--- config.mk ---
export PLATFORM = sky130hd
export DESIGN_NAME = param_updown_counter_flat
export DESIGN_NICKNAME = d
export VERILOG_FILES = /design/src/rtl/param_updown_counter_if.sv /design/src/rtl/param_updown_counter.sv /design/src/flat_wrapper.sv
export SDC_FILE = /design/constraint.sdc
export NUM_CORES = 1
export LEC_CHECK = 0
export CORE_ASPECT_RATIO = 0.5
export CORE_UTILIZATION = 45
export DETAILED_ROUTE_END_ITERATION = 8
export HOLD_SLACK_MARGIN = 0.05
export PLACE_DENSITY = 0.71
export SLEW_MARGIN = 10
export SYNTH_ARGS = -nofsm -noshare
export SYNTH_HDL_FRONTEND = slang
export SYNTH_SLANG_ARGS = --single-unit
--- constraint.sdc ---
create_clock -name clk -period 10.15 [get_ports clk]
set_input_delay 1.015 -clock clk [delete_from_list [all_inputs] [get_ports clk]]
set_output_delay 1.015 -clock clk [all_outputs]
set_load 0.005 [all_outputs]
--- src/rtl/param_updown_counter_if.sv ---
// Control/status bundle for param_updown_counter.
// PUDC_PRESCALE_EN adds the PRE_W parameter and the pre_div signal.
interface param_updown_counter_if #(
  parameter int unsigned W = 16
`ifdef PUDC_PRESCALE_EN
  , parameter int unsigned PRE_W = 8
`endif
);

  logic         en;
  logic         load;
  logic [W-1:0] load_val;
  logic         up_down;
  logic [W-1:0] step;
  logic [W-1:0] lo_lim;
  logic [W-1:0] hi_lim;
  logic         sat_mode;
  logic         clr_flags;
`ifdef PUDC_PRESCALE_EN
  logic [PRE_W-1:0] pre_div;
`endif
  logic [W-1:0] count;
  logic         tc;
  logic         ovf_flag;
  logic         udf_flag;
  logic         cfg_err;

  modport master (
    output en, load, load_val, up_down, step, lo_lim, hi_lim, sat_mode, clr_flags,
`ifdef PUDC_PRESCALE_EN
    output pre_div,
`endif
    input  count, tc, ovf_flag, udf_flag, cfg_err
  );

  modport slave (
    input  en, load, load_val, up_down, step, lo_lim, hi_lim, sat_mode, clr_flags,
`ifdef PUDC_PRESCALE_EN
    input  pre_div,
`endif
    output count, tc, ovf_flag, udf_flag, cfg_err
  );

endinterface

--- src/rtl/param_updown_counter.sv ---
// Up/down counter with load, programmable step, [lo_lim, hi_lim] window and wrap/saturate.
// Optional prescaler enabled by defining PUDC_PRESCALE_EN.
module param_updown_counter #(
  parameter int unsigned W     = 16,
  parameter int unsigned PRE_W = 8
) (
  input logic                  clk,
  input logic                  reset,
  param_updown_counter_if.slave bus
);

  if (W < 2) begin : g_bad_w
    $error("param_updown_counter: W must be >= 2");
  end
  if (PRE_W < 1) begin : g_bad_pre_w
    $error("param_updown_counter: PRE_W must be >= 1");
  end

  logic [W-1:0] count_q, count_d;
  logic         tc_q, tc_d;
  logic         ovf_q, ovf_d;
  logic         udf_q, udf_d;

  logic         cfg_err;
  logic         tick;
  logic         advance;
  logic         step_nz;
  logic [W:0]   sum;
  logic [W-1:0] diff;
  logic         up_cross;
  logic         dn_cross;

  assign cfg_err = (bus.lo_lim > bus.hi_lim);

`ifdef PUDC_PRESCALE_EN
  logic [PRE_W-1:0] pre_q, pre_d;

  assign tick = (pre_q == bus.pre_div);

  // Prescaler runs on en alone; load restarts the division period.
  always_comb begin
    pre_d = pre_q;
    if (bus.load) begin
      pre_d = '0;
    end else if (bus.en) begin
      pre_d = tick ? '0 : pre_q + 1'b1;
    end
  end

  always_ff @(posedge clk) begin
    if (reset) begin
      pre_q <= '0;
    end else begin
      pre_q <= pre_d;
    end
  end
`else
  assign tick = 1'b1;
`endif

  assign advance = bus.en & ~bus.load & ~cfg_err & tick;

  // Extra carry bit lets an up-count past the top of the range register as a crossing.
  assign sum     = {1'b0, count_q} + {1'b0, bus.step};
  assign diff    = count_q - bus.step;
  assign step_nz = |bus.step;

  assign up_cross = step_nz & (sum > {1'b0, bus.hi_lim});
  assign dn_cross = step_nz & ((count_q < bus.step) | (diff < bus.lo_lim));

  always_comb begin
    count_d = count_q;
    tc_d    = 1'b0;
    ovf_d   = ovf_q & ~bus.clr_flags;
    udf_d   = udf_q & ~bus.clr_flags;
    if (bus.load) begin
      count_d = bus.load_val;
    end else if (advance) begin
      if (bus.up_down) begin
        if (up_cross) begin
          count_d = bus.sat_mode ? bus.hi_lim : bus.lo_lim;
          tc_d    = 1'b1;
          ovf_d   = 1'b1;
        end else begin
          count_d = sum[W-1:0];
        end
      end else begin
        if (dn_cross) begin
          count_d = bus.sat_mode ? bus.lo_lim : bus.hi_lim;
          tc_d    = 1'b1;
          udf_d   = 1'b1;
        end else begin
          count_d = diff;
        end
      end
    end
  end

  always_ff @(posedge clk) begin
    if (reset) begin
      count_q <= '0;
      tc_q    <= 1'b0;
      ovf_q   <= 1'b0;
      udf_q   <= 1'b0;
    end else begin
      count_q <= count_d;
      tc_q    <= tc_d;
      ovf_q   <= ovf_d;
      udf_q   <= udf_d;
    end
  end

  assign bus.count    = count_q;
  assign bus.tc       = tc_q;
  assign bus.ovf_flag = ovf_q;
  assign bus.udf_flag = udf_q;
  assign bus.cfg_err  = cfg_err;

endmodule

--- src/flat_wrapper.sv ---
// flat-port wrapper written by rule: the top's interface ports become plain ports
module param_updown_counter_flat 
#(
  parameter int unsigned W     = 16,
  parameter int unsigned PRE_W = 8
)
  (clk, reset, bus_en, bus_load, bus_load_val, bus_up_down, bus_step, bus_lo_lim, bus_hi_lim, bus_sat_mode, bus_clr_flags, bus_count, bus_tc, bus_ovf_flag, bus_udf_flag, bus_cfg_err);
  param_updown_counter_if #(.W(W)) bus_i ();
  input logic clk;
  input logic reset;
  input wire logic [$bits(bus_i.en)-1:0] bus_en;
  input wire logic [$bits(bus_i.load)-1:0] bus_load;
  input wire logic [$bits(bus_i.load_val)-1:0] bus_load_val;
  input wire logic [$bits(bus_i.up_down)-1:0] bus_up_down;
  input wire logic [$bits(bus_i.step)-1:0] bus_step;
  input wire logic [$bits(bus_i.lo_lim)-1:0] bus_lo_lim;
  input wire logic [$bits(bus_i.hi_lim)-1:0] bus_hi_lim;
  input wire logic [$bits(bus_i.sat_mode)-1:0] bus_sat_mode;
  input wire logic [$bits(bus_i.clr_flags)-1:0] bus_clr_flags;
  output wire logic [$bits(bus_i.count)-1:0] bus_count;
  output wire logic [$bits(bus_i.tc)-1:0] bus_tc;
  output wire logic [$bits(bus_i.ovf_flag)-1:0] bus_ovf_flag;
  output wire logic [$bits(bus_i.udf_flag)-1:0] bus_udf_flag;
  output wire logic [$bits(bus_i.cfg_err)-1:0] bus_cfg_err;
  assign bus_i.en = bus_en;
  assign bus_i.load = bus_load;
  assign bus_i.load_val = bus_load_val;
  assign bus_i.up_down = bus_up_down;
  assign bus_i.step = bus_step;
  assign bus_i.lo_lim = bus_lo_lim;
  assign bus_i.hi_lim = bus_hi_lim;
  assign bus_i.sat_mode = bus_sat_mode;
  assign bus_i.clr_flags = bus_clr_flags;
  assign bus_count = bus_i.count;
  assign bus_tc = bus_i.tc;
  assign bus_ovf_flag = bus_i.ovf_flag;
  assign bus_udf_flag = bus_i.udf_flag;
  assign bus_cfg_err = bus_i.cfg_err;
  param_updown_counter #(.W(W), .PRE_W(PRE_W)) u_core (.clk(clk), .reset(reset), .bus(bus_i));
endmodule
== Word level (Yosys, flattened, before mapping) ==
Index checks and enable logic that the tools add are counted.

* Multiplexer cells: 18
* Add/subtract/negate cells: 2
* Bitwise operators: 11
* Reductions and logical operators: 3
* Magnitude comparators: 4

{| class="wikitable"
|+ Operators by type and width
! kind !! number
|-
| $mux 16 || 7
|-
| $lt 16x16->1 || 2
|-
| $add 16x16->17 || 1
|-
| $gt 17x16->1 || 1
|-
| $gt 16x16->1 || 1
|-
| $reduce_or 16->1 || 1
|-
| $sub 16x16->16 || 1
|-
| $mux 1 || 11
|-
| $and 1x1->1 || 6
|-
| $not 1->1 || 4
|-
| $reduce_or 3->1 || 1
|-
| $reduce_bool 2->1 || 1
|-
| $or 1x1->1 || 1
|}

* Input port bits: 71
* Logic and storage cells: 42
* Register bits after elaboration: 19
* Output and inout bits: 20

== Logic depth before layout (Yosys ltp) ==
* Depth after elaboration: 8
* Depth in mapped cells: 22
* Depth with buffers taken out: 21

== Worst setup path before layout ==
No wires, ideal clock.

* Path type: in2reg
* Start point: input port bus_step[10]
* End point: register u_core.count_q[9], in the netlist u_core.bus.count[9]
* Path buffers: 1
* Cell stages on the path: 20
* Arrival time: 5095 ps
* Setup time: 125 ps
* Path slack: 4930 ps
* Data required time: 10025 ps
* Path through: inv_1 -> ha_1 -> clkbuf_1 -> inv_1 -> a21oi_1 -> o211ai_1 -> a2111oi_2 -> o41ai_2 -> a311o_1 -> xnor2_1 -> ha_1 -> nand3_1 -> nor3_1 -> a21boi_0 -> o31ai_1 -> a211oi_4 -> mux2_4 -> a22o_2 -> a2111oi_2 -> o21ai_1

* Cells in the longest elaborated chain, start to end: 8
* Elaborated cells on any way between the ends: 14
* Classes of those cells: add/sub (2); order compare (3); mux (5); bitwise (3); reduce/logical (1)

{| class="wikitable"
|+ Ends and longest elaborated chain
! what !! line !! source
|-
| start: declaration || flat_wrapper.sv:15 || <nowiki>input wire logic [$bits(bus_i.step)-1:0] bus_step;</nowiki>
|-
| $sub 16x16->16 || param_updown_counter.sv:65 || <nowiki>assign diff = count_q - bus.step;</nowiki>
|-
| $lt 16x16->1 || param_updown_counter.sv:69 || <nowiki>assign dn_cross = step_nz & ((count_q < bus.step) | (diff < bus.lo_lim));</nowiki>
|-
| $or 1x1->1 || param_updown_counter.sv:69 ||
|-
| $and 1x1->1 || param_updown_counter.sv:69 ||
|-
| $mux 16 || param_updown_counter.sv:88 || <nowiki>if (dn_cross) begin</nowiki>
|-
| $mux 16 * || param_updown_counter.sv:79 || <nowiki>if (bus.up_down) begin</nowiki>
|-
| $mux 16 * || param_updown_counter.sv:78 || <nowiki>end else if (advance) begin</nowiki>
|-
| $mux 16 * || param_updown_counter.sv:76 || <nowiki>if (bus.load) begin</nowiki>
|-
| end signal: assignment || param_updown_counter.sv:106 || <nowiki>count_q <= count_d;</nowiki>
|-
| end: declaration || param_updown_counter.sv:19 || <nowiki>logic [W-1:0] count_q, count_d;</nowiki>
|}

Every way passes the cells marked *; elsewhere a longest branch is shown, timed or not. The select of a mux whose other input is x is not followed.
A chain may end at the register's enable or synchronous reset.

== Worst setup path in the final report ==
* Start point: input port bus_step[1]
* End point: register u_core.count_q[13], in the netlist u_core.bus.count[13]

The elaborated chain is that of the path after synthesis.

==> impl_metrics.csv <==
group,metric,value,unit
critical_path,critPathCapture,"u_core.bus.count[13]",
place,place_hpwl,11300,µm
logic_synthesis,ys_ff_latch,19,
die,coreArea,0.00874,mm²
logic_synthesis,synth.top_cells.by_area,"ha_1, dfxtp_1, inv_1",
clock_tree,htreeDepth,1,
global_routing,grt.total_usage,28.0,%
timing,finalSetupViolations,0,
detailed_routing,via_per_inst,5.79,
detailed_routing,drc,0,
layout,diodes,0,
clock_tree,clock_latency,270,ps
critical_path,rrSetupSlack,4600,ps
critical_path,crit_fanout,14,
logic_synthesis,synth_ff_type,"dfxtp_1",
timing,finalWorstPathRequiredPeriod,6500,ps
logic_synthesis,synth_top_area_share,24.3,%
power_and_ir_drop,switching_share,45.7,%
place,place_inst,724,
detailed_routing,drtIter0Drc,327,
power_and_ir_drop,power_density,109,mW/mm²
power_and_ir_drop,power.switching,0.254,mW
critical_path,r2r-end,"u_core.bus.count[13]",
clock_tree,cts_hold_buffers,0,
power_and_ir_drop,pwr-share-seq,16.2,%
logic_synthesis,synth_cells,532,
logic_synthesis,syn_nets,684,
logic_synthesis,syn_area,0.00406,mm²
layout,multi_input_area,0.00333,mm²
logic_synthesis,syn_area_per_cell,7.64,µm²
power_and_ir_drop,peakVddDrop,0.0605,mV
place,portBuffers,90,
global_routing,antenna_found_initial,0,
timing,max_freq,0.154,GHz
clock_tree,cts_buffer_depth,2,
detailed_routing,routedWlPerCell,18.1,µm
die,die_y,69.2,µm
die,dieArea,0.00944,mm²
power_and_ir_drop,clkPwrFrac,15.9,%
clock_tree,clk_pin_slew,60,ps
critical_path,required,10320,ps
critical_path,setup.worst_path.start,"bus_step[1]",
layout,nFillCells,828,
layout,area_delta_synth_final,25.7,%
die,ios,91,
global_routing,grt_pass1_vias,3839,
logic_synthesis,synth_edf_count,0,
layout,final-seq-area,380,µm²
global_routing,grt_max_degree,17,
global_routing,grt_pass1_wl,20300,µm
timing,slew_violations,0,
timing,rsz0062_at_grt,"false",
logic_synthesis,ys_seq_area_share,9.36,%
critical_path,cp-start-kind,"primary input",
logic_synthesis,yosysWarningCount,0,
logic_synthesis,async_reset_ff_share,0,%
die,fp.dieW,136,µm
die,initial_core_util,46.5,%
layout,final_cells,728,
critical_path,criticalPathCategory,"in -> reg",
power_and_ir_drop,pwr-share-comb,67.9,%
detailed_routing,ant_nets,0,
clock_tree,cts_resized,0,
timing,post-route-period-util,64.1,%
timing,max_slew.worst_pin.slew,1030,ps
critical_path,slowest_stage,"nor2_1",
timing,hold_violations,0,
clock_tree,cts_buffers,3,
critical_path,reg2reg_from,"u_core.bus.count[10]",
power_and_ir_drop,p_leak,2.35,nW
timing,clock-skew-final,6.56,ps
layout,nNetsFinal,764,
die,rows,24,
outcome,outcome,"complete, no violations",
global_routing,gr-total-overflow,0,
clock_tree,clockRootBuffer,"clkbuf_16",
power_and_ir_drop,internal-power,0.302,mW
critical_path,rr_worst_depth,18,
timing,setup_tns,0,ps
logic_synthesis,yosys.cell_types.count,74,
clock_tree,cts_sinks,19,
timing,slew_headroom,30.7,%
critical_path,crit_chain,"clkdlybuf4s50_1 -> inv_1 -> ha_1 -> inv_1 -> a21oi_1 -> o211ai_1 -> a2111oi_2 -> o41ai_2 -> a311o_1 -> xnor2_1 -> ha_1 -> nand3_1 -> nor3_1 -> a21boi_0 -> o31ai_1 -> a21oi_1 -> nor2_1 -> a2bb2oi_1 -> mux2_2 -> a211oi_1",
critical_path,arrival,6680,ps
clock_tree,cts_tree,"built",
detailed_routing,drt_first_pass_iters,4,
logic_synthesis,synth_top_area_cell,"ha_1",
clock_tree,post_cts_buffers,0,
critical_path,end_kind,"flop",
critical_path,cpPeakStageDelay,820,ps
detailed_routing,via_count,4216,
detailed_routing,wl,13200,µm
flow_run,cap_viol_max_count,0,
layout,drive_above_1_share,4.91,%
place,gp_congestion,0.968,
min_path,min_path_type,"reg -> reg",
==> layout by cell type (no fill, tap or decap), types with 3 or more instances in the layout <==
cell type and instances:
a2111oi_2 3, a211oi_1 9, a21o_1 14, a21oi_1 38
a221oi_1 4, a22o_1 6, a22oi_1 15, a311o_1 3
a31oi_1 5, and3_1 5, and4_1 3, clkbuf_16 3
clkdlybuf4s50_1 90, dfxtp_1 19, ha_1 79, inv_1 68
nand2_1 28, nand3_1 4, nand3b_1 3, nand4_1 9
nor2_1 38, nor2b_1 11, nor3_1 11, nor4_1 5
o211ai_1 8, o21a_1 12, o21ai_0 27, o21ai_1 3
o31a_1 3, o31ai_1 3, or3_1 3, xnor2_1 23
==> flip-flops by register name, indices dropped and copies added, names as in the netlist <==
signal               flops
u_core.bus.count        16
u_core.bus.ovf_flag      1
u_core.bus.tc            1
u_core.bus.udf_flag      1
==> power groups by stage <==
stage | sequential [mW] | clock [mW] | combinational [mW]
after floorplan | 0.0896 | 0 | 0.253
final | 0.0898 | 0.0885 | 0.377
after CTS | 0.0899 | 0.0885 | 0.371
after global placement | 0.0915 | 0 | 0.369
after global routing | 0.0909 | 0.0920 | 0.412
after detailed placement | 0.0915 | 0 | 0.368
==> how the worst min path moves through the flow <==
stage / cells past startpoint / slack, ps / endpoint / startpoint
detailed placement: 3 / 600 / u_core.bus.udf_flag / u_core.bus.udf_flag
finish: 3 / 620 / u_core.bus.ovf_flag / u_core.bus.ovf_flag
CTS: 3 / 610 / u_core.bus.udf_flag / u_core.bus.udf_flag
global route: 2 / 660 / u_core.bus.count[5] / u_core.bus.count[5]
global placement: 3 / 580 / u_core.bus.udf_flag / u_core.bus.udf_flag
floorplan: 2 / 570 / u_core.bus.count[8] / u_core.bus.count[8]
==> layout make-up <==
class                      count  area share, %
sequential                    19           7.45
tap                          117           2.87
clock buffer                   3           1.47
inverter                      69           5.07
clock inverter                 1         0.0980
timing repair buffer          92           17.9
multi-input combinational    427           65.1
==> metrics by stage <==
stage / worst slack (ps) / utilization (%) / power, mW / cell area, µm² / hold WS (ps)
after detailed placement: 3490 / 57.5 / 0.460 / 5030 / 598
after global routing: 3330 / 58.5 / 0.595 / 5110 / 658
after floorplan: 4930 / - / 0.343 / 4060 / 575
after CTS: 3750 / 58.5 / 0.549 / 5110 / 613
after global placement: 3680 / 57.5 / 0.460 / 5030 / 582
final: 3650 / 58.5 / 0.556 / 5110 / 619
==> synth_stat cells, drive strengths merged (4+ instances only) <==
library cell	instances
a211oi	10
xnor2	23
nor3	12
a221oi	4
mux2	4
nor2b	11
or3	4
a2111oi	5
clkbuf	9
a22oi	16
a21o	14
nand2	28
o211ai	8
ha	79
a21oi	38
a22o	8
and3	6
o21ai	30
nor2	38
nor4	5
inv	69
nand4	9
buf	8
o21a	12
dfxtp	19
a31oi	5
nand3	4
==> kinds of logic after synthesis <==
logic type / share of synthesized area (%)
AO/OA/AOI/OAI: 32.4
AND/OR/NAND/NOR: 17.0
XOR/XNOR: 5.39
flip-flops: 9.36
multiplexers: 1.79
buffers and inverters: 8.77
adder cells (fa/ha/maj): 25.3
==> layer usage <==
layer	up-vias	routed length [µm]	global-route usage [%]
met2	177	5290	40.7
met1	1916	6620	43.0
met5	-	0	0
met3	7	1200	5.92
li1	2116	-	-
met4	0	61	2.10
==> critical path: cells and delay by family <==
kind                       cells  cell delay [ps]
AOI/OAI and AO/OA             10             2810
xor gates and xnor gates       1              200
adders and majority gates      2              580
buffers and inverters          3              710
muxes                          1              300
and+or+nand+nor                3             1050
Power figures use the tool's default switching activity.
